$ cat config.mk
export PLATFORM = sky130hd
export DESIGN_NAME = pipe_ctrl
export DESIGN_NICKNAME = d
export VERILOG_FILES = /design/src/rtl/pipe_ctrl_pkg.sv /design/src/rtl/pipe_wait_timer.sv /design/src/rtl/pipe_ctrl.sv
export SDC_FILE = /design/constraint.sdc
export NUM_CORES = 1
export LEC_CHECK = 0
export CORE_ASPECT_RATIO = 1.2
export CORE_UTILIZATION = 25
export DETAILED_ROUTE_END_ITERATION = 10
export PLACE_DENSITY = 0.75
export SLEW_MARGIN = 0
export SYNTH_ARGS = -nofsm -noshare
export SYNTH_HDL_FRONTEND = slang
export SYNTH_SLANG_ARGS = --single-unit
export TNS_END_PERCENT = 50
$ cat constraint.sdc
create_clock -name clk -period 1.8 [get_ports clk]
set_input_delay 0.36 -clock clk [delete_from_list [all_inputs] [get_ports clk]]
set_output_delay 0.36 -clock clk [all_outputs]
set_load 0.005 [all_outputs]
$ cat src/rtl/pipe_ctrl_pkg.sv
// pipe_ctrl_pkg
// Shared definitions for the pipeline sequencer: FSM state encodings
// (also exported on state_o for debug) and the redirect-address idle value.
package pipe_ctrl_pkg;

  // Encoding 2'd3 is deliberately unused; the FSM treats it as illegal.
  typedef enum logic [1:0] {
    PIPE_RUN   = 2'd0,
    PIPE_FLUSH = 2'd1,
    PIPE_WAIT  = 2'd2
  } pipe_state_t;

  // jump_addr_o rests at this value whenever no redirect is issued.
  localparam logic [31:0] ZERO_ADDR = 32'h0000_0000;

endpackage

$ cat src/rtl/pipe_wait_timer.sv
// pipe_wait_timer
// Counts busy-wait cycles of the multi-cycle execute unit and raises a
// sticky timeout once the count reaches MAX_WAIT.
// Ports:
//   clk     in  core clock
//   rst     in  synchronous active-high reset (clears count and timeout)
//   start   in  first busy cycle seen in RUN: count loads 1
//   active  in  busy cycle while waiting: count increments, saturating
//   timeout out sticky flag, cleared only by rst
// Any cycle with neither start nor active clears the count.
module pipe_wait_timer #(
  parameter int unsigned MAX_WAIT = 64
) (
  input  logic clk,
  input  logic rst,
  input  logic start,
  input  logic active,
  output logic timeout
);

  localparam logic [7:0] MAX_CNT = 8'(MAX_WAIT);

  logic [7:0] wait_cnt;

  // Saturating wait counter and sticky timeout flag.
  always_ff @(posedge clk) begin
    if (rst) begin
      wait_cnt <= 8'd0;
      timeout  <= 1'b0;
    end else if (start) begin
      wait_cnt <= 8'd1;
      timeout  <= timeout;
    end else if (active) begin
      if (wait_cnt < MAX_CNT) begin
        wait_cnt <= wait_cnt + 8'd1;
        // Raise the flag on the same edge the count lands on MAX_WAIT.
        timeout  <= timeout | ((wait_cnt + 8'd1) == MAX_CNT);
      end else begin
        wait_cnt <= wait_cnt;
        timeout  <= timeout;
      end
    end else begin
      wait_cnt <= 8'd0;
      timeout  <= timeout;
    end
  end

endmodule

$ cat src/rtl/pipe_ctrl.sv
// pipe_ctrl
// Central sequencer for the 5-stage pipeline. Arbitrates redirect, load-use
// and execute-busy requests (jump > busy > load-use) and drives the PC hold,
// the IF/ID and ID/EX bubble holds and the redirect to ifetch.
// Ports:
//   clk, rst                 core clock, synchronous active-high reset
//   jump_en_i / jump_addr_i  redirect request and target from EX
//   load_use_i               load-use hazard detected in ID
//   ex_busy_i                multi-cycle EX unit still working
//   jump_en_o / jump_addr_o  redirect to ifetch (address 0 when idle)
//   pc_hold_o                freeze PC
//   if_id_hold_o             IF/ID loads NOP
//   id_ex_hold_o             ID/EX loads bubble
//   timeout_o                sticky busy-wait timeout
//   state_o                  current FSM state (debug)
// Hold/jump outputs are combinational from state and inputs, and every
// output is forced to 0 while rst is high.
// Optional: define PIPE_CTRL_PERF_CNT_EN to add stall_cnt_o / flush_cnt_o.
module pipe_ctrl
  import pipe_ctrl_pkg::*;
#(
  parameter int unsigned FLUSH_CYCLES = 1,
  parameter int unsigned MAX_WAIT     = 64
) (
  input  logic        clk,
  input  logic        rst,
  input  logic        jump_en_i,
  input  logic [31:0] jump_addr_i,
  input  logic        load_use_i,
  input  logic        ex_busy_i,
  output logic        jump_en_o,
  output logic [31:0] jump_addr_o,
  output logic        pc_hold_o,
  output logic        if_id_hold_o,
  output logic        id_ex_hold_o,
  output logic        timeout_o,
`ifdef PIPE_CTRL_PERF_CNT_EN
  output logic [31:0] stall_cnt_o,
  output logic [31:0] flush_cnt_o,
`endif
  output logic [1:0]  state_o
);

  // A single-cycle flush needs no FLUSH state at all.
  localparam logic       MULTI_FLUSH  = (FLUSH_CYCLES > 1);
  localparam logic [3:0] FLUSH_RELOAD = 4'(FLUSH_CYCLES - 1);

  pipe_state_t state;
  logic [3:0]  flush_cnt;
  logic        dec_jump;
  logic        dec_pc;
  logic        dec_if_id;
  logic        dec_id_ex;
  logic        timer_start;
  logic        timer_active;
  logic        timeout;

  // Hold/redirect decode from the current state and request inputs.
  always_comb begin
    dec_jump     = 1'b0;
    dec_pc       = 1'b0;
    dec_if_id    = 1'b0;
    dec_id_ex    = 1'b0;
    timer_start  = 1'b0;
    timer_active = 1'b0;
    case (state)
      PIPE_RUN: begin
        if (jump_en_i) begin
          dec_jump  = 1'b1;
          dec_if_id = 1'b1;
          dec_id_ex = 1'b1;
        end else if (ex_busy_i) begin
          dec_pc      = 1'b1;
          dec_if_id   = 1'b1;
          dec_id_ex   = 1'b1;
          timer_start = 1'b1;
        end else if (load_use_i) begin
          // Held PC refetches the same instruction, so IF/ID keeps it.
          dec_pc    = 1'b1;
          dec_id_ex = 1'b1;
        end else begin
          dec_jump = 1'b0;
        end
      end
      PIPE_FLUSH: begin
        // Bubbles carry no hazard; only a fresh redirect matters here.
        dec_if_id = 1'b1;
        dec_id_ex = 1'b1;
        if (jump_en_i) begin
          dec_jump = 1'b1;
        end else begin
          dec_jump = 1'b0;
        end
      end
      PIPE_WAIT: begin
        if (ex_busy_i) begin
          // A busy EX cannot resolve a branch, so jump_en_i is ignored.
          dec_pc       = 1'b1;
          dec_if_id    = 1'b1;
          dec_id_ex    = 1'b1;
          timer_active = 1'b1;
        end else if (jump_en_i) begin
          dec_jump  = 1'b1;
          dec_if_id = 1'b1;
          dec_id_ex = 1'b1;
        end else begin
          dec_jump = 1'b0;
        end
      end
      default: begin
        dec_jump = 1'b0;
      end
    endcase
  end

  // FSM state and flush countdown.
  always_ff @(posedge clk) begin
    if (rst) begin
      state     <= PIPE_RUN;
      flush_cnt <= 4'd0;
    end else if (dec_jump) begin
      if (MULTI_FLUSH) begin
        state     <= PIPE_FLUSH;
        flush_cnt <= FLUSH_RELOAD;
      end else begin
        state     <= PIPE_RUN;
        flush_cnt <= 4'd0;
      end
    end else begin
      case (state)
        PIPE_RUN: begin
          state     <= ex_busy_i ? PIPE_WAIT : PIPE_RUN;
          flush_cnt <= 4'd0;
        end
        PIPE_FLUSH: begin
          if (flush_cnt <= 4'd1) begin
            state     <= PIPE_RUN;
            flush_cnt <= 4'd0;
          end else begin
            state     <= PIPE_FLUSH;
            flush_cnt <= flush_cnt - 4'd1;
          end
        end
        PIPE_WAIT: begin
          state     <= ex_busy_i ? PIPE_WAIT : PIPE_RUN;
          flush_cnt <= 4'd0;
        end
        default: begin
          state     <= PIPE_RUN;
          flush_cnt <= 4'd0;
        end
      endcase
    end
  end

  pipe_wait_timer #(
    .MAX_WAIT (MAX_WAIT)
  ) u_wait_timer (
    .clk     (clk),
    .rst     (rst),
    .start   (timer_start),
    .active  (timer_active),
    .timeout (timeout)
  );

  assign jump_en_o    = ~rst & dec_jump;
  assign jump_addr_o  = (~rst & dec_jump) ? jump_addr_i : ZERO_ADDR;
  assign pc_hold_o    = ~rst & dec_pc;
  assign if_id_hold_o = ~rst & dec_if_id;
  assign id_ex_hold_o = ~rst & dec_id_ex;
  assign timeout_o    = ~rst & timeout;
  assign state_o      = rst ? 2'd0 : state;

`ifdef PIPE_CTRL_PERF_CNT_EN
  // Stall and flush cycle counters; wrap naturally at 2^32.
  always_ff @(posedge clk) begin
    if (rst) begin
      stall_cnt_o <= 32'd0;
      flush_cnt_o <= 32'd0;
    end else begin
      stall_cnt_o <= stall_cnt_o + {31'd0, dec_pc & ~dec_jump};
      flush_cnt_o <= flush_cnt_o + {31'd0, dec_if_id & ~dec_pc};
    end
  end
`endif

endmodule
## Word-level counts from Yosys, hierarchy flattened

Cells that the tools add are included.

- $mul: 0
- Shift-type cells: 0
- Magnitude comparators: 2
- Bitwise operators: 10
- Reduce and logical (&&, ||, !) cells: 7
- $add $sub $neg: 2
- Div/mod/pow operators: 0
- Equality and inequality tests: 4
- Mux-type cells: 24

Operators by type and width:

| operator | count |
|---|---|
| $mux W32 | 1 |
| $mux W1 | 16 |
| $add A8 B1 Y8 const B | 1 |
| $eq A8 B7 Y1 const B | 1 |
| $lt A8 B7 Y1 const B | 1 |
| $pmux W1 S3 | 2 |
| $reduce_or A2 Y1 | 3 |
| $and A1 B1 Y1 | 5 |
| $le A4 B1 Y1 const B | 1 |
| $mux W2 | 2 |
| $not A1 Y1 | 4 |
| $pmux W1 S2 | 2 |
| $pmux W2 S2 | 1 |
| $reduce_or A4 Y1 | 1 |
| $sub A4 B1 Y4 const B | 1 |
| $ne A3 B2 Y1 const B | 1 |
| $reduce_and A3 Y1 | 1 |
| $reduce_or A3 Y1 | 1 |
| $eq A2 B1 Y1 const B | 1 |
| $eq A2 B2 Y1 const B | 1 |
| $logic_not A2 Y1 | 1 |
| $or A1 B1 Y1 | 1 |

- Memory bits (read-only): 0
- Word-level logic and storage cells: 54
- Memories: 0
- Bits in registers: 15
- RAM bits: 0
- Bits in latches: 0

## Depth between registers and ports, before layout

Gate-level depths: netlist (run 1).

- Word-level depth: 5
- Mapped depth: 5
- Gate-level depth less buffers: 5

## By module

A second synthesis (run 1) with hierarchy kept.

- Cells, all modules: 125
- Area total of the unflattened synthesis: 1037.2 um^2

By module, submodules not included:

| module | instances | sequential area each (um^2) | area an instance (um^2) | cells an instance |
|---|---|---|---|---|
| pipe_ctrl | 1 | 120.1 | 609.3 | 77 |
| pipe_wait_timer | 1 | 180.2 | 427.9 | 48 |

## Least setup slack after synthesis (run 1)

Ideal clock, no wire load.

- Path type: input port to output port
- Start: input port rst
- End: output port jump_addr_o[10]
- Data arrival time: 1.179 ns
- Path buffers: 2
- Setup slack: 0.261 ns
- Stages on the path: 4
- Cells stage by stage: clkbuf_1 -> and3b_1 -> clkbuf_1 -> and2_1

- Cells in the longest elaborated chain, start to end: 3

RTL lines:

| item | RTL line | source |
|---|---|---|
| start: declaration | pipe_ctrl.sv:26 | `input logic rst,` |
| $not A1 Y1 | pipe_ctrl.sv:167 | `assign jump_addr_o = (~rst & dec_jump) ? jump_addr_i : ZERO_ADDR;` |
| $and A1 B1 Y1 | pipe_ctrl.sv:167 |  |
| $mux W32 | pipe_ctrl.sv:167 |  |
| end: declaration | pipe_ctrl.sv:32 | `output logic [31:0] jump_addr_o,` |

Every way passes these cells.

## Worst setup path after layout (run 1)

- Start: register state[1]
- End: output port jump_addr_o[29]

- Cells in the longest elaborated chain, start to end: 5

RTL lines:

| item | RTL line | source |
|---|---|---|
| start: declaration | pipe_ctrl.sv:48 | `pipe_state_t state;` |
| start signal: assignment | pipe_ctrl.sv:132 | `state <= ex_busy_i ? PIPE_WAIT : PIPE_RUN;` |
| start signal: assignment | pipe_ctrl.sv:145 | `state <= ex_busy_i ? PIPE_WAIT : PIPE_RUN;` |
| $eq A2 B1 Y1 or $logic_not A2 Y1 (tied branches) | pipe_ctrl.sv:66 | `case (state)` |
| $reduce_or A2 Y1 (no line) | -- |  |
| $pmux W1 S2 (*) | pipe_ctrl.sv:66 |  |
| $and A1 B1 Y1 (*) | pipe_ctrl.sv:167 |  |
| $mux W32 (*) | pipe_ctrl.sv:167 |  |

Mark *: on every way between the ends. The rest lies on a longest branch, timed or not.

==> impl_metrics.tcl, run 1 <==
set metrics [dict create \
    yosys.area.top_type_share_pct 33.38 \
    yosys.area.top_type "dfxtp_1" \
    grt_pass1_vias 967 \
    die-area_um2 3843 \
    synth-seq-cells 15 \
    dp_hpwl_um 2190 \
    postRouteAntennaNets 0 \
    netlist_instances 113 \
    final.setup.worst_slack_ns -0.005014 \
    start_util_pct 26.49 \
    grt_max_degree 18 \
    n_fill_cell 327 \
    antennaDiodeCount 0 \
    numPortBuffers 75 \
    drt_wl_total_um 2922 \
    rsz0062_at_grt "yes" \
    ys_warn_count 0 \
    grt_pass1_wl_um 4429 \
    synth_ff_type "dfxtp_1" \
    post-route-util_pct 55.86 \
    irDropWorstVdd_uv 531.0 \
    place_inst 233 \
    relSlewSlack_pct 56.34 \
    syn_area_per_cell_um2 7.961 \
    status "finished with violations" \
    htreeDepth 1 \
    drv_cap 0 \
    boundaryPins 76 \
    final_common_cell "clkdlybuf4s50_1" \
    total_leakage_power_uw 0.0008959 \
    hold_viol 0 \
    min_period_over_period_pct 100.3 \
    fp-row-count 23 \
    violations "DRC, setup timing" \
    cts_tree "built" \
    fin_nets 247 \
    grt_use_total_pct 14.93 \
    drt_iter0_drc 21 \
    core_um2 3396 \
    root_buffer "clkbuf_8" \
    clock-sinks 15 \
    min_path_type "flop to flop" \
    grt_overflow_total 0 \
    synth_area_leaders "dfxtp_1, and2_1, ha_1" \
    final_cell_mix "clkdlybuf4s50_1, and2_1, buf_2, dfxtp_1" \
    drt-met1-wl_um 1218 \
    critPathMaxFanout 8 \
    wl_met3_um 136 \
    drive_gt1_share_pct 35.92 \
    startpoint_type "flop" \
    die_x_um 56.76 \
    clockBufferDepth 2 \
    crit_type "flop to output port" \
    critical_path_required_ns 1.44 \
    period_needed_ns 1.805 \
    maxSlewViolCount 0 \
    clk_pin_slew_worst_paths_ns 0.06 \
    cp-end-kind "output port" \
    crit_arrival_ns 1.45 \
    fin_worst_skew_ns 0.005063 \
    drcViolationCount 5 \
    async_reset_ff_share_pct 0 \
    finalSetupTns_ns -0.01149 \
    syn_to_final_growth_pct 110.8 \
    clk_latency_ns 0.25 \
    globalplace.congestion 0.7485 \
    ys_types 27 \
    worst_pin_slew_ns 0.6447 \
    wl_met2_um 1554 \
    antenna_found_initial 0 \
    wl_per_cell_um 12.02 \
    syn-cell-area_um2 899.6 \
    viasPerCell 4.305 \
    synth_edf_count 0 \
    ctsHoldBuffers 0 \
    vias 1046 \
    setup_viol 6 \
    p_per_area_nw_per_um2 447.8 \
    dieHeight_um 67.71 \
    top_layer_used "met4" \
    syn_nets 153 \
    cts_made_buffers 3 \
    yosysSeqAreaShare_pct 33.38 \
    dr.pass1.iters 7 \
    final_cells 243 \
    fmax_ghz 0.5540 \
]
[power breakdown]
part           switching (uW)  total, uW  internal [uW]
combinational            69.5        239            170
clock                     120        274            153
sequential               2.35        337            334
total                     192        849            657
[cells by family after synthesis]
kind of cell	Yosys count	synth area share, %
AO/OA/AOI/OAI	20	14.19
buffers and inverters	10	4.311
XOR/XNOR	4	3.894
AND/OR/NAND/NOR	61	40.06
adder cells (fa/ha/maj)	3	4.173
flip-flops	15	33.38
[layout make-up]
type	count	area (um^2)	area share, %
Timing Repair Buffer	93	879.6	46.37
Clock inverter	1	5.005	0.2639
Clock buffer	3	41.29	2.177
Inverter	6	22.52	1.187
Sequential cell	15	302.8	15.96
Tap cell	37	46.29	2.441
Multi-Input combinational cell	88	599.3	31.60
[stage by stage]
| step | hold WS, ns | setup slack (ns) | area, um^2 | total power [uW] |
|---|---|---|---|---|
| after detailed placement | 0.4509 | -0.5204 | 1783 | 562.3 |
| final | 0.4597 | -0.005014 | 1897 | 849.5 |
| after global placement | 0.4408 | -0.5004 | 1783 | 560.7 |
| after global routing | 0.4968 | -0.04722 | 1897 | 890.9 |
| after floorplan | 0.4292 | 0.2614 | 899.6 | 394.2 |
| after CTS | 0.4645 | -0.03708 | 1747 | 823.9 |
[cells in the mapped netlist, types with 2 or more instances]
cell type   n
nand2_1     5
nor2_1      9
nand4bb_1   2
inv_1       6
nor3_1      3
and2_1     32
or3_1       3
ha_1        3
a21oi_1     7
nor2b_1     2
clkbuf_1    3
o21ai_0     6
dfxtp_1    15
xnor2_1     4
[path summary, 6_finish.rpt]
path | from | endpoint | slack [ns] | cells past startpoint
max | state[1]$_SDFF_PP0_ | jump_addr_o[29] | -0.005 | 6
min | flush_cnt[0]$_SDFF_PP0_ | flush_cnt[0]$_SDFF_PP0_ | 0.46 | 1
max reg2reg | u_wait_timer.wait_cnt[0]$_SDFFE_PP0P_ | u_wait_timer.wait_cnt[4]$_SDFFE_PP0P_ | 0.31 | 4
min reg2reg | flush_cnt[0]$_SDFF_PP0_ | flush_cnt[0]$_SDFF_PP0_ | 0.46 | 1
[worst max-delay path, cell delays in order (launching register included)]
cell	delay (ns)
dfxtp_2	0.34
o21ai_1	0.07
and3b_2	0.23
buf_12	0.14
clkbuf_16	0.15
and2_1	0.15
buf_2	0.12
[layer usage]
layer  up-vias  track usage [%]
li1        566                -
met4         0            4.268
met3         2            4.215
met1       450            15.69
met5         -                0
met2        28            29.02
[sequential cells by signal, indices dropped and copies added (netlist names)]
name / flops
flush_cnt: 4
state: 2
u_wait_timer.timeout: 1
u_wait_timer.wait_cnt: 8
[timing repair]
| item | in CTS | in global routing |
|---|---|---|
| endpoints found under the hold margin | 0 | 0 |
| setup buffers | 3 | 1 |
| endpoints found under the setup margin | 39 | 35 |
| gates resized for setup | 137 | 36 |
| pin swaps | 2 | 14 |
| gates cloned | 1 | 3 |
Power figures use the tool's default switching activity.
==> run 2, diff against run 1 <==
--- a/config.mk
+++ b/config.mk
@@ -5,6 +5,7 @@
 export SDC_FILE = /design/constraint.sdc
 export NUM_CORES = 1
 export LEC_CHECK = 0
+export ABC_CLOCK_PERIOD_IN_PS = 1800
 export CORE_ASPECT_RATIO = 1.2
 export CORE_UTILIZATION = 25
 export DETAILED_ROUTE_END_ITERATION = 10
==> results of run 2 <==
Same layout as run 1: the final DEF is identical, and so are final timing and power.
